[config.mk]
export PLATFORM = sky130hd
export DESIGN_NAME = nand_bist_ctrl_flat
export DESIGN_NICKNAME = d
export VERILOG_FILES = /design/src/rtl/nand_bist_ctrl_pkg.sv /design/src/rtl/nand_bist_ctrl_if.sv /design/src/rtl/nand_gate.sv /design/src/rtl/nand_bist_ctrl.sv /design/src/flat_wrapper.sv
export SDC_FILE = /design/constraint.sdc
export NUM_CORES = 1
export LEC_CHECK = 0
export ABC_AREA = 1
export ABC_CLOCK_PERIOD_IN_PS = 3500
export BUFFER_PORTS_ARGS = -buffer_cell sky130_fd_sc_hd__buf_2
export CORE_ASPECT_RATIO = 1.25
export CORE_UTILIZATION = 50
export CTS_CLUSTER_DIAMETER = 40
export CTS_CLUSTER_SIZE = 12
export DETAILED_ROUTE_END_ITERATION = 8
export PLACE_DENSITY_LB_ADDON = 0.05
export SYNTH_ARGS = -nofsm -noshare
export SYNTH_HDL_FRONTEND = slang
export SYNTH_SLANG_ARGS = --single-unit
[constraint.sdc]
create_clock -name clk -period 3.5 [get_ports clk]
set_input_delay 0.7 -clock clk [delete_from_list [all_inputs] [get_ports clk]]
set_output_delay 0.7 -clock clk [all_outputs]
set_load 0.005 [all_outputs]
[src/rtl/nand_bist_ctrl_pkg.sv]
// Shared encodings and widths for the NAND gate BIST controller.
package nand_bist_ctrl_pkg;
   localparam int VEC_W = 2;
   localparam int CNT_W = 8;

   typedef enum logic [1:0] {
      IDLE  = 2'd0,
      WAIT  = 2'd1,
      CHECK = 2'd2,
      DONE  = 2'd3
   } state_t;
endpackage

[src/rtl/nand_bist_ctrl_if.sv]
// Control/status bundle between a BIST requester and the NAND BIST controller.
interface nand_bist_ctrl_if;
   import nand_bist_ctrl_pkg::*;

   logic             start;
   logic             abort;
   logic             fault_inj;
   logic             busy;
   logic             done;
   logic             pass;
   logic [CNT_W-1:0] err_cnt;
   logic [VEC_W-1:0] first_fail;
   logic             gate_a;
   logic             gate_b;

   modport master (output start, abort, fault_inj,
                   input  busy, done, pass, err_cnt, first_fail, gate_a, gate_b);
   modport slave  (input  start, abort, fault_inj,
                   output busy, done, pass, err_cnt, first_fail, gate_a, gate_b);
endinterface

[src/rtl/nand_gate.sv]
// Two-input NAND gate under test.
module nand_gate (
   input  logic A,
   input  logic B,
   output logic Y
);
   assign Y = ~(A & B);
endmodule

[src/rtl/nand_bist_ctrl.sv]
// Exhaustive 4-vector BIST of a NAND gate: apply, settle, compare, repeat for ITER sweeps.
module nand_bist_ctrl
   import nand_bist_ctrl_pkg::*;
#(
   parameter int SETTLE = 2,
   parameter int ITER   = 1
) (
   input logic             clk,
   input logic             rst_n,
   nand_bist_ctrl_if.slave bus
);
   state_t           state;
   logic [VEC_W-1:0] vec;
   logic [7:0]       sweep;
   logic [3:0]       wcnt;
   logic             y;
   logic             mismatch;

   nand_gate u_nand (.A(bus.gate_a), .B(bus.gate_b), .Y(y));

   // fault_inj flips the observed output so the compare path itself can be exercised.
   assign mismatch = (y ^ bus.fault_inj) != ~(bus.gate_a & bus.gate_b);

   always_ff @(posedge clk or negedge rst_n) begin
      if (!rst_n) begin
         state          <= IDLE;
         vec            <= '0;
         sweep          <= '0;
         wcnt           <= '0;
         bus.busy       <= 1'b0;
         bus.done       <= 1'b0;
         bus.pass       <= 1'b0;
         bus.err_cnt    <= '0;
         bus.first_fail <= '0;
         bus.gate_a     <= 1'b0;
         bus.gate_b     <= 1'b0;
      end else begin
         bus.done <= 1'b0;
         case (state)
            IDLE: begin
               if (bus.start && !bus.abort) begin
                  state                     <= WAIT;
                  vec                       <= '0;
                  sweep                     <= '0;
                  wcnt                      <= '0;
                  bus.busy                  <= 1'b1;
                  bus.pass                  <= 1'b0;
                  bus.err_cnt               <= '0;
                  bus.first_fail            <= '0;
                  {bus.gate_a, bus.gate_b}  <= '0;
               end
            end
            WAIT: begin
               if (bus.abort) begin
                  state                    <= IDLE;
                  bus.busy                 <= 1'b0;
                  bus.pass                 <= 1'b0;
                  {bus.gate_a, bus.gate_b} <= '0;
               end else if (wcnt == 4'(SETTLE - 1)) begin
                  state <= CHECK;
                  wcnt  <= '0;
               end else begin
                  wcnt <= wcnt + 4'd1;
               end
            end
            CHECK: begin
               // An abort in the compare cycle wins: the result of this compare is dropped.
               if (bus.abort) begin
                  state                    <= IDLE;
                  bus.busy                 <= 1'b0;
                  bus.pass                 <= 1'b0;
                  {bus.gate_a, bus.gate_b} <= '0;
               end else begin
                  if (mismatch) begin
                     if (bus.err_cnt != {CNT_W{1'b1}})
                        bus.err_cnt <= bus.err_cnt + 1'b1;
                     if (bus.err_cnt == '0)
                        bus.first_fail <= {bus.gate_a, bus.gate_b};
                  end
                  if (vec != 2'd3) begin
                     state                    <= WAIT;
                     vec                      <= vec + 2'd1;
                     {bus.gate_a, bus.gate_b} <= vec + 2'd1;
                  end else if (sweep != 8'(ITER - 1)) begin
                     state                    <= WAIT;
                     vec                      <= '0;
                     sweep                    <= sweep + 8'd1;
                     {bus.gate_a, bus.gate_b} <= '0;
                  end else begin
                     state                    <= DONE;
                     bus.busy                 <= 1'b0;
                     bus.done                 <= 1'b1;
                     bus.pass                 <= (bus.err_cnt == '0) && !mismatch;
                     {bus.gate_a, bus.gate_b} <= '0;
                  end
               end
            end
            DONE: state <= IDLE;
            default: state <= IDLE;
         endcase
      end
   end
endmodule

[src/flat_wrapper.sv]
// flat-port wrapper written by rule: the top's interface ports become plain ports
module nand_bist_ctrl_flat import nand_bist_ctrl_pkg::*;
#(
   parameter int SETTLE = 2,
   parameter int ITER   = 1
)
  (clk, rst_n, bus_start, bus_abort, bus_fault_inj, bus_busy, bus_done, bus_pass, bus_err_cnt, bus_first_fail, bus_gate_a, bus_gate_b);
  nand_bist_ctrl_if bus_i ();
  input logic clk;
  input logic rst_n;
  input wire logic [$bits(bus_i.start)-1:0] bus_start;
  input wire logic [$bits(bus_i.abort)-1:0] bus_abort;
  input wire logic [$bits(bus_i.fault_inj)-1:0] bus_fault_inj;
  output wire logic [$bits(bus_i.busy)-1:0] bus_busy;
  output wire logic [$bits(bus_i.done)-1:0] bus_done;
  output wire logic [$bits(bus_i.pass)-1:0] bus_pass;
  output wire logic [$bits(bus_i.err_cnt)-1:0] bus_err_cnt;
  output wire logic [$bits(bus_i.first_fail)-1:0] bus_first_fail;
  output wire logic [$bits(bus_i.gate_a)-1:0] bus_gate_a;
  output wire logic [$bits(bus_i.gate_b)-1:0] bus_gate_b;
  assign bus_i.start = bus_start;
  assign bus_i.abort = bus_abort;
  assign bus_i.fault_inj = bus_fault_inj;
  assign bus_busy = bus_i.busy;
  assign bus_done = bus_i.done;
  assign bus_pass = bus_i.pass;
  assign bus_err_cnt = bus_i.err_cnt;
  assign bus_first_fail = bus_i.first_fail;
  assign bus_gate_a = bus_i.gate_a;
  assign bus_gate_b = bus_i.gate_b;
  nand_bist_ctrl #(.SETTLE(SETTLE), .ITER(ITER)) u_core (.clk(clk), .rst_n(rst_n), .bus(bus_i));
endmodule
---- Word level (Yosys, flattened, before mapping) ----
Cells that the tools add are included.
cells by class
  equal/unequal tests ..................... 20
  reductions and logical operators ........ 18
  add/sub/neg operators ................... 4
  bitwise logic cells ..................... 3
  muxes and demuxes ....................... 50
operator list
  cell                                                   count
  2-to-1 mux 8 bit                                       7
  one-hot mux 8 bit (2 select lines)                     2
  2-to-1 mux 2 bit                                       13
  AND reduction 5 bit                                    4
  2-to-1 mux 1 bit                                       17
  adder 8 x 1 -> 8 bit, second input constant            2
  2-to-1 mux 4 bit                                       3
  one-hot mux 1 bit (3 select lines)                     4
  inequality test 2 x 1 -> 1 bit, second input constant  5
  inequality test 2 bit, second input constant           5
  zero test 8 bit                                        1
  inequality test 8 bit, second input constant           1
  one-hot mux 2 bit (2 select lines)                     2
  one-hot mux 2 bit (4 select lines)                     1
  one-hot mux 4 bit (2 select lines)                     1
  nonzero test 8 bit                                     1
  inequality test 3 bit, second input constant           2
  AND reduction 3 bit                                    2
  adder 4 x 1 -> 4 bit, second input constant            1
  == test 2 bit, second input constant                   2
  == test 4 x 1 -> 1 bit, second input constant          1
  AND reduction 4 bit                                    1
  nonzero test 2 bit                                     2
  inequality test 3 x 1 -> 1 bit, second input constant  1
  other kinds (12)                                       14
word-level totals
  logic and storage cells ................. 106
  input bits .............................. 5
  output and inout port bits .............. 15
  register bits ........................... 31

---- Depth between registers and ports, before layout ----
  depth after elaboration ................. 10
  mapped depth ............................ 12
  mapped depth without buffers ............ 10

---- By module ----
From an unflattened synthesis, not the netlist that was laid out.
unflattened totals
  cells, all modules ...................... 269
  area total of the unflattened synthesis .. 2,034.5 um^2
modules (own cells, without submodules)
  module          times used  area each (um^2)  cells an instance  seq. area each (um^2)
  nand_bist_ctrl  1           2,030.7           268                775.7
  nand_gate       1           3.8               1                  0.0

---- Least setup slack after synthesis ----
No wires, ideal clock.
  kind .................................... reg-to-reg
  start point ............................. register u_core.state[0]
  end point ............................... register u_core.bus.err_cnt[2]
  data required time ...................... 3.382 ns
  library setup time ...................... 0.118 ns
  setup slack ............................. 1.912 ns
  path buffers ............................ 2
  cell stages (with the launch flop) ...... 13
  data arrival time ....................... 1.470 ns
  period minus slack after synthesis ...... 1.588 ns
  cells stage by stage .................... dfrtp_1 > inv_1 > ha_1 > buf_6 > inv_4 > nand2_4 > nand2_4 > nand2_4 > nor2_8 > nand2_4 > buf_6 > nand2_1 > o21ai_2
between the ends
  longest elaborated chain between the ends .. 3
  elaborated cells on any way between the ends .. 9
  classes of those cells .................. eq/ne: 5; mux: 1; reduce/logical: 3
ends and longest elaborated chain
  what                                                                    line                     text
  start, declared                                                         nand_bist_ctrl.sv:12     state_t state;
  start signal, assigned                                                  nand_bist_ctrl.sv:26     state <= IDLE;
  start signal, assigned                                                  nand_bist_ctrl.sv:42     state <= WAIT;
  start signal, assigned                                                  nand_bist_ctrl.sv:55     state <= IDLE;
  == test 2 bit / zero test 2 bit (equally long branches)                 nand_bist_ctrl.sv:39     case (state)
  inequality test 2 x 1 -> 1 bit (no line), or another cell as far along  -
  AND reduction 5 bit (no line)                                           -
  end signal, assigned                                                    nand_bist_ctrl.sv:76     bus.err_cnt <= bus.err_cnt + 1'b1;
  end, declared                                                           nand_bist_ctrl_if.sv:19  output busy, done, pass, err_cnt, first_fail, gate_a, gate_b);
Several ways; a longest one is shown, not always the timed one.
A chain may end at the register's enable or synchronous reset.

---- Worst setup path in the final report ----
  start point ............................. register u_core.state[0]
  end point ............................... register u_core.bus.err_cnt[3]
The elaborated chain is that of the path after synthesis.

==> out/metrics.yaml <==
run_status:
  status: "finished, final reports clean"
clocking:
  cts_sinks: 31
  cts-root-buf: "clkbuf_8"
  cts_resized: 0
  h-tree-depth: 2
  post-cts-setup-buffers: 0
  tritoncts: "done"
  clk_pin_slew_ns: 0.07
  numCtsBuffers: 5
  hold_buffers: 0
  clock_latency_ns: 0.28
  clockBufferDepth: 2
placement:
  port-buffer-count: 19
  post-place-ws_ns: 1.73
  globalplace.congestion: 0.823
  hpwl_um: 2920
drt:
  dr.pass1.iters: 4
  drt-initial-drc-count: 81
  ant_nets: 0
  wl_um: 3970
  drcViolationCount: 0
  vias: 1691
  wl_per_cell_um: 11.4
  vias_per_cell: 4.87
setup_path:
  crit_path_max_fanout: 23
  crit_buf_inv: 2
  worstSetupStartpoint: "u_core.state[0]"
  critPathMaxStageDelay_ns: 0.41
  cpLargestDelayFamily: "simple AND/OR/NAND/NOR gates"
  cp_data_required_time_ns: 3.71
  worstSetupPathType: "reg -> reg"
  reg2reg_from: "u_core.state[0]"
  cp_data_arrival_time_ns: 1.92
  cp_slowest_cell: "dfrtp_1"
  crit_path_end_kind: "flop"
  worstSetupStartpointType: "flop"
  path_cells: "inv_1 > ha_1 > buf_4 > nand3_1 > nand2_4 > nand2_1 > o21ai_2"
final_layout:
  seq_area_um2: 776
  area_growth_pct: 9.66
  fin_nets: 309
  final_cell_mix: "nand2_1 (81), dfrtp_1 (31), nand3_1 (30), inv_1 (28), nor2_1 (20)"
  num-fill-cells: 381
  multiInputGateArea_um2: 1140
  n_antenna_cell: 0
  layout_commonest_cell: "nand2_1"
  drive_above_1_share: 0.222
global_routing:
  grt.total_usage: 0.204
  grt_pass1_vias: 1569
  grt-ovfl-total: 0
  grt_max_degree: 32
  grt_antenna_before_repair: 0
  grt_pass1_wl_um: 6840
logic_synthesis:
  seq_area_frac_synth: 0.372
  synth_cell_type_count: 30
  synth_nets: 287
  synth-seq-cells: 31
  synth_area_um2: 2080
  yosysWarnings: 0
  synth_top_area_frac: 0.372
  syn_avg_cell_area_um2: 7.72
  ys_top_cells_by_area: "dfrtp_1 (37%), nand2_1 (15%), ha_1 (7.2%)"
  synth_cells: 270
  synth_area_leader_cell: "dfrtp_1"
power_and_ir_drop:
  worst_ir_drop_vdd_uv: 321
  p_sw_frac: 0.433
  clkPwrFrac: 0.201
  pwr-share-comb: 0.442
  seqPwrFrac: 0.357
  p_switching_mw: 0.589
  p_per_area_nw_per_um2: 596
  power.leakage_nw: 1.15
  intPower_mw: 0.773
sta:
  rsz0062_at_grt: "false"
  worstMarginPinSlew_ns: 0.700
  finClkSkew_ns: 0.00471
  fmax_ghz: 0.586
  finalSetupViolCount: 0
  postLayoutSetupSlackWorst_ns: 1.79
  period_minus_slack_ns: 1.71
  slew_headroom: 0.533
  fin_crit_sh: 0.488
  finalSetupTns_ns: 0
  slew_viol_final: 0
  hold_violations: 0
die:
  io_pins: 20
  start_util: 0.537
  die_h_um: 74.2
  fp.dieW_um: 59.8
  die_area_um2: 4430
  rows: 25
  coreArea_um2: 3880
min_path:
  hp-class: "in -> async"
run:
  cap_violations: 0
==> area by class of cell <==
class / count / share of cell area
inverter: 32 / 0.0536
multi-input combinational: 202 / 0.497
clock buffer: 7 / 0.0334
sequential: 31 / 0.339
tap: 54 / 0.0296
timing repair buffer: 20 / 0.0449
clock inverter: 1 / 0.00219
==> sequential cells by signal (all words and copies together) (netlist names) <==
name                   cells
u_core.bus.busy            1
u_core.bus.done            1
u_core.bus.err_cnt         8
u_core.bus.first_fail      2
u_core.bus.gate_a          1
u_core.bus.gate_b          1
u_core.bus.pass            1
u_core.state               2
u_core.sweep               8
u_core.vec                 2
u_core.wcnt                4
==> metal layers <==
metal,global-route usage,part of all wire,up-vias
li1,-,-,901
met1,0.253,0.47,755
met2,0.343,0.48,31
met3,0.0487,0.037,4
met4,0.0698,0.011,0
met5,0,0,-
==> synthesized netlist by cell type <==
cell,instances
nand2_1,81
dfrtp_1,31
nand3_1,30
inv_1,28
nor2_1,20
o21ai_2,15
ha_1,12
nand2_2,8
nand2_4,5
a21oi_1,4
nand3b_1,4
inv_2,3
nor2_2,3
o21ai_0,3
o22ai_1,3
buf_6,2
clkbuf_1,2
nand4_1,2
o21bai_1,2
or2_2,2
buf_12,1
inv_4,1
mux2i_1,1
nor2_4,1
nor2_8,1
nor3_1,1
o21a_1,1
o21ai_1,1
xnor2_1,1
xor2_1,1
==> per-stage QoR <==
| stage | hold slack, ns | area [um^2] | total power, mW | cells | util |
|---|---|---|---|---|---|
| floorplan | 0.404 | 2080 | 1.01 | 270 | - |
| global placement | 0.457 | 2200 | 1.10 | 339 | 0.568 |
| detailed placement | 0.458 | 2200 | 1.10 | 339 | 0.568 |
| CTS | 0.472 | 2290 | 1.38 | 347 | 0.589 |
| global route | 0.505 | 2290 | 1.47 | 347 | 0.589 |
| finish | 0.462 | 2290 | 1.36 | 347 | 0.589 |
==> worst paths after layout <==
check | endpoint | slack [ns] | cells after the start
setup / recovery | u_core.bus.err_cnt[3] | 1.79 | 7
hold / removal | u_core.sweep[5] | 0.46 | 1
setup reg to reg | u_core.bus.err_cnt[3] | 1.79 | 7
hold reg to reg | u_core.bus.first_fail[1] | 0.47 | 2
max in group asynchronous | u_core.bus.first_fail[0] | 2.59 | 1
min in group clk | u_core.bus.first_fail[1] | 0.47 | 2
==> power by group through the flow <==
stage               logic (mW)  clock network [mW]  registers (mW)
CTS                      0.612               0.280           0.488
global placement         0.604                   0           0.493
detailed placement       0.608                   0           0.494
global route             0.683               0.295           0.497
floorplan                0.525                   0           0.483
finish                   0.602               0.273           0.487
==> cell families after synthesis <==
group | after synthesis | share of synthesized area
adders and majority gates | 12 | 0.0720
DFF | 31 | 0.372
buffers and inverters | 37 | 0.0828
xor gates and xnor gates | 2 | 0.00840
and+or+nand+nor | 158 | 0.358
muxes | 1 | 0.00480
AOI/OAI and AO/OA | 29 | 0.102
==> worst register-to-register path: stages (launching register included) <==
cell and delay (ns):
dfrtp_1 0.41, inv_1 0.11, ha_1 0.25, buf_4 0.30
nand3_1 0.19, nand2_4 0.22, nand2_1 0.10, o21ai_2 0.06
Note: power is estimated with default switching activity, not from simulation.
